**config.mk**
```make
export PLATFORM = sky130hd
export DESIGN_NAME = switch_allocator
export DESIGN_NICKNAME = d
export VERILOG_FILES = /design/src/rtl/switch_allocator_pkg.sv /design/src/rtl/switch_allocator_rr_arbiter.sv /design/src/rtl/switch_allocator.sv
export SDC_FILE = /design/constraint.sdc
export NUM_CORES = 1
export LEC_CHECK = 0
export BUFFER_PORTS_ARGS = -buffer_cell sky130_fd_sc_hd__buf_2
export CAP_MARGIN = 10
export CORE_MARGIN = 2
export CORE_UTILIZATION = 60
export CTS_CLUSTER_DIAMETER = 100
export DETAILED_ROUTE_END_ITERATION = 10
export PLACE_DENSITY = 0.8
export SYNTH_ARGS = -nofsm -noshare
export SYNTH_HDL_FRONTEND = slang
export SYNTH_SLANG_ARGS = --single-unit
```
**constraint.sdc**
```tcl
create_clock -name clk -period 15.11 [get_ports clk]
set_input_delay 3.022 -clock clk [delete_from_list [all_inputs] [get_ports clk]]
set_output_delay 3.022 -clock clk [all_outputs]
set_load 0.02 [all_outputs]
```
**src/rtl/switch_allocator_pkg.sv**
```systemverilog
// Shared definitions for the crossbar switch allocator: default geometry
// and the per-output FSM state encoding.
package switch_allocator_pkg;

  localparam int DEFAULT_CHANNELS  = 5;
  localparam int DEFAULT_CHNL_BITS = 3;

  typedef enum logic [1:0] {
    IDLE = 2'd0,
    BUSY = 2'd1,
    DONE = 2'd2
  } out_state_e;

endpackage

```
**src/rtl/switch_allocator_rr_arbiter.sv**
```systemverilog
// Combinational round-robin arbiter: search starts one past ptr and wraps,
// so the last winner gets lowest priority on the next decision.
module rr_arbiter #(
  parameter int N        = 5,
  parameter int IDX_BITS = 3
) (
  input  logic [N-1:0]        req,
  input  logic [IDX_BITS-1:0] ptr,
  output logic [N-1:0]        gnt,
  output logic [IDX_BITS-1:0] gnt_idx
);

  logic [IDX_BITS-1:0] idx;
  logic                found;

  // NOTE: every variable gets a default before the loop so no path leaves one unassigned (no latch).
  always_comb begin
    gnt     = '0;
    gnt_idx = '0;
    found   = 1'b0;
    idx     = '0;
    for (int k = 1; k <= N; k++) begin
      idx = IDX_BITS'((int'(ptr) + k) % N);
      if (!found && req[idx]) begin
        found     = 1'b1;
        gnt[idx]  = 1'b1;
        gnt_idx   = idx;
      end
    end
  end

endmodule

```
**src/rtl/switch_allocator.sv**
```systemverilog
// Crossbar switch allocator: one round-robin arbiter and IDLE/BUSY/DONE FSM
// per tx output, holding each grant for a full 4-phase packet handshake.
module switch_allocator
  import switch_allocator_pkg::*;
#(
  parameter int CHANNELS  = DEFAULT_CHANNELS,
  parameter int CHNL_BITS = DEFAULT_CHNL_BITS
) (
  input  logic                          clk,
  input  logic                          reset,
  input  logic [CHANNELS-1:0]           in_req,
  input  logic [CHANNELS*CHNL_BITS-1:0] in_chnl,
  output logic [CHANNELS-1:0]           in_ack,
  output logic [CHANNELS-1:0]           out_req,
  input  logic [CHANNELS-1:0]           out_ack,
  output logic [CHANNELS*CHNL_BITS-1:0] out_sel
);

  logic [CHANNELS*CHNL_BITS-1:0] owner_flat;
  logic [CHANNELS-1:0]           active;
  logic [CHANNELS-1:0]           done_vec;
  logic [CHANNELS-1:0]           owns;

  // An rx that holds any output (BUSY or DONE) may not compete elsewhere.
  always_comb begin
    owns   = '0;
    in_ack = '0;
    for (int o = 0; o < CHANNELS; o++) begin
      for (int i = 0; i < CHANNELS; i++) begin
        if (owner_flat[o*CHNL_BITS +: CHNL_BITS] == CHNL_BITS'(i)) begin
          if (active[o])   owns[i]   = 1'b1;
          if (done_vec[o]) in_ack[i] = 1'b1;
        end
      end
    end
  end

  assign out_sel = owner_flat;

  for (genvar o = 0; o < CHANNELS; o++) begin : g_out
    out_state_e          state_q, state_d;
    logic [CHNL_BITS-1:0] owner_q, owner_d;
    logic [CHNL_BITS-1:0] ptr_q, ptr_d;
    logic                 out_req_q, out_req_d;
    logic                 done_q, done_d;
    logic [CHANNELS-1:0]  elig;
    logic [CHANNELS-1:0]  gnt;
    logic [CHNL_BITS-1:0] gnt_idx;

    // Out-of-range destinations never match any o, so they are silently ignored.
    always_comb begin
      elig = '0;
      for (int i = 0; i < CHANNELS; i++) begin
        elig[i] = in_req[i] && !owns[i] &&
                  (in_chnl[i*CHNL_BITS +: CHNL_BITS] == CHNL_BITS'(o));
      end
    end

    rr_arbiter #(
      .N        (CHANNELS),
      .IDX_BITS (CHNL_BITS)
    ) u_arb (
      .req     (elig),
      .ptr     (ptr_q),
      .gnt     (gnt),
      .gnt_idx (gnt_idx)
    );

    always_comb begin
      state_d = state_q;
      owner_d = owner_q;
      ptr_d   = ptr_q;
      unique case (state_q)
        IDLE: begin
          if (|gnt) begin
            owner_d = gnt_idx;
            state_d = BUSY;
          end
        end
        BUSY: begin
          if (out_ack[o]) state_d = DONE;
        end
        DONE: begin
          // Pointer moves only when the packet fully retires, so the owner drops to lowest priority.
          if (!in_req[owner_q] && !out_ack[o]) begin
            state_d = IDLE;
            ptr_d   = owner_q;
          end
        end
        default: state_d = IDLE;
      endcase
      out_req_d = (state_d == BUSY);
      done_d    = (state_d == DONE);
    end

    // NOTE: sequential state uses non-blocking assignments so every flop samples pre-edge values.
    always_ff @(posedge clk or posedge reset) begin
      if (reset) begin
        state_q   <= IDLE;
        owner_q   <= '0;
        ptr_q     <= CHNL_BITS'(CHANNELS - 1);
        out_req_q <= 1'b0;
        done_q    <= 1'b0;
      end else begin
        state_q   <= state_d;
        owner_q   <= owner_d;
        ptr_q     <= ptr_d;
        out_req_q <= out_req_d;
        done_q    <= done_d;
      end
    end

    assign out_req[o]                            = out_req_q;
    assign done_vec[o]                           = done_q;
    assign active[o]                             = (state_q != IDLE);
    assign owner_flat[o*CHNL_BITS +: CHNL_BITS] = owner_q;
  end

endmodule
```
==> reports/metrics.cfg <==
[outcome]
run_status=finished clean

[detailed_routing]
viasPerCell=6.575
detail_route.wl_per_cell_um=17.58
drt_iter0_markers=966
dr.pass1.iters=6
vias=10990
wirelength_um=29400
ant_nets=0
drc=0

[critical_path]
cp_max_fo=22
critPathKind=reg -> reg
end_kind=register
r2r_cells=17
rr_startpoint=g_out[1].ptr_q[0]$_DFFE_PP0P_
cp-start-kind=register
required_ns=15.29
arrival_ns=5.72
rrSetupSlack_ns=9.56
r2r_end=g_out[1].state_q[0]$_DFF_PP0_

[yosys]
synth_cell_type_count=113
yosysMostFrequentCell=ha_1
synth_common_cells=ha_1 (134), inv_1 (117), nor2_1 (101)
ys_async_sr_fraction_pct=100.0
synth_top_area_cell=ha_1
ys_seq_elements=50
seq_area_frac_synth_pct=11.45
ys.warnings.count=0
yosys.area.top_type_share_pct=15.27
synth_edf_count=0
syn_nets=1603
netlist_area_mm2=0.01098
synth.area.top_cells=ha_1 (15%), dfrtp_1 (10%), mux2i_1 (4.0%)
syn_area_per_cell_um2=7.635
yosys_most_used_dff=dfrtp_1
netlist_instances=1438

[sta]
skew_ns=0.009935
final.period_utilization_pct=36.70
tightest_slew_ns=1.100
finalWorstSetupSlack_ns=9.564
finalHoldViolCount=0
max_slew_margin_pct=26.37
grt_setup_unrepaired=false
setup_viol=0
drv_slew=0
period_minus_slack_ns=5.546
fmax_mhz=180.3
fin_tns_setup_ns=0

[cts]
clk_pin_slew_worst_paths_ns=0.07
postCtsResizedCells=0
cts.sink_count=50
ctsRootBufferMaster=clkbuf_16
clockBufferDepth=2
cts_buffers=5
hold_buffers=0
post_cts_buffers=0
insertion_delay_ns=0.31
cts.htree.levels=2
cts_tree=done

[layout]
final_util_pct=63.61
final_cells=1672
drive_above_1_share_pct=11.11
syn2layout_area_growth_pct=4.080
final.fill_count=1613
nets=1604

[die]
initial_core_util_pct=61.12
die_w_um=139.3
core_mm2=0.01796
dieArea_mm2=0.01940
rows=49
io_pins=52
die_height_um=139.3

[min_path]
worstHoldEndpoint=g_out[1].state_q[1]$_DFF_PP0_
hold_path.class=reg -> reg
hold_depth=2
hold_start=g_out[1].state_q[1]$_DFF_PP0_

[run]
cap_violations=0

[placement]
hpwl_um=23000
placedCellCount=1661
portBuffers=51
place_ws_ns=9.342
gp_congestion=1.007

[global_route]
gr-total-overflow=0
grt_pass1_wl_um=49010
grt_antenna_before_repair=2
grt_max_degree=51
grt_pass1_vias=10210
grt_use_total_pct=29.61

[routing by layer]
metal	track usage, %	wire length (µm)	vias up	share of wire, %
li1	-	-	5375	-
met1	39.49	12920	5143	44
met2	49.51	13690	413	47
met3	4.061	2018	62	6.9
met4	9.835	771	0	2.6
met5	0	0	-	0
[cell families after synthesis]
family | Yosys count | synth area share (%)
compound gates | 428 | 27.82
xor+xnor | 47 | 4.296
fa+ha+maj | 138 | 16.00
buf+inv | 187 | 6.986
flops | 50 | 11.45
mux | 76 | 7.943
simple gates | 512 | 25.50
[cell usage in the layout, fill, tap and decap left out, types with 13 or more instances in the layout]
cell / instances
or2_2: 17
dfrtp_1: 45
o31ai_1: 14
o211ai_1: 16
o21a_1: 15
nand2_1: 96
o22ai_1: 23
nand2b_1: 48
mux2_2: 20
nor3b_1: 18
a31oi_1: 26
a21oi_1: 70
nand3_1: 42
mux2i_1: 44
a32oi_1: 16
nor4_1: 13
xnor2_1: 39
a211oi_1: 13
nor2_1: 101
nand4_1: 19
ha_1: 134
inv_1: 116
o21ai_0: 88
buf_2: 51
nor2b_1: 21
nor3_1: 43
[sequential cells by signal, summed over array words and instances, names as in the netlist]
| name | count |
|---|---|
| g_out.owner_q | 15 |
| g_out.ptr_q | 15 |
| g_out.state_q | 10 |
| g_out.done_q | 5 |
| g_out.out_req_q | 5 |
[worst max-delay path, cell delays in order (launching register included)]
cell and delay [ns]:
dfrtp_1 0.85, inv_1 0.26, ha_1 0.59, inv_1 0.24, ha_1 0.25, nor2_1 0.17, a21oi_1 0.11, xnor2_1 0.33
ha_1 0.25, inv_1 0.07, o22ai_1 0.17, o22ai_2 0.13, xnor2_1 0.37, mux2_2 0.42, a211oi_2 0.27, nand4_1 0.26
o41ai_2 0.53, o21ai_0 0.15
[metrics by stage]
stage          hold slack (ns)  instance area, µm²
2_1_floorplan           0.5254               10980
3_3_place_gp            0.5659               11250
3_5_place_dp            0.5723               11250
4_1_cts                 0.5910               11420
5_1_grt                 0.6372               11420
6_report                0.5913               11430
[layout make-up]
cell class	instances	area (µm²)	area share, %
Tap cell	229	286.5	2.507
Clock buffer	6	128.9	1.128
Antenna cell	3	7.507	0.06570
Clock inverter	2	37.54	0.3285
Timing Repair Buffer	54	277.8	2.431
Multi-Input combinational cell	1201	8955	78.36
Sequential cell	50	1257	11.00
Inverter	127	476.7	4.172
[worst max-delay path by stage]
stage,startpoint,endpoint,slack [ns]
finish,g_out[1].ptr_q[0]$_DFFE_PP0P_,g_out[1].state_q[0]$_DFF_PP0_,9.56
detailed placement,in_req[3],g_out[0].owner_q[1]$_DFFE_PP0P_,9.34
floorplan,in_req[3],g_out[0].owner_q[1]$_DFFE_PP0P_,9.88
global route,g_out[1].ptr_q[0]$_DFFE_PP0P_,g_out[1].out_req_q$_DFF_PP0_,9.08
global placement,in_req[3],g_out[0].owner_q[1]$_DFFE_PP0P_,9.38
CTS,g_out[1].ptr_q[0]$_DFFE_PP0P_,g_out[1].state_q[0]$_DFF_PP0_,9.60
Power is not shown: default switching activity piles up to over one toggle a cycle in this logic, so the estimate is an artifact.
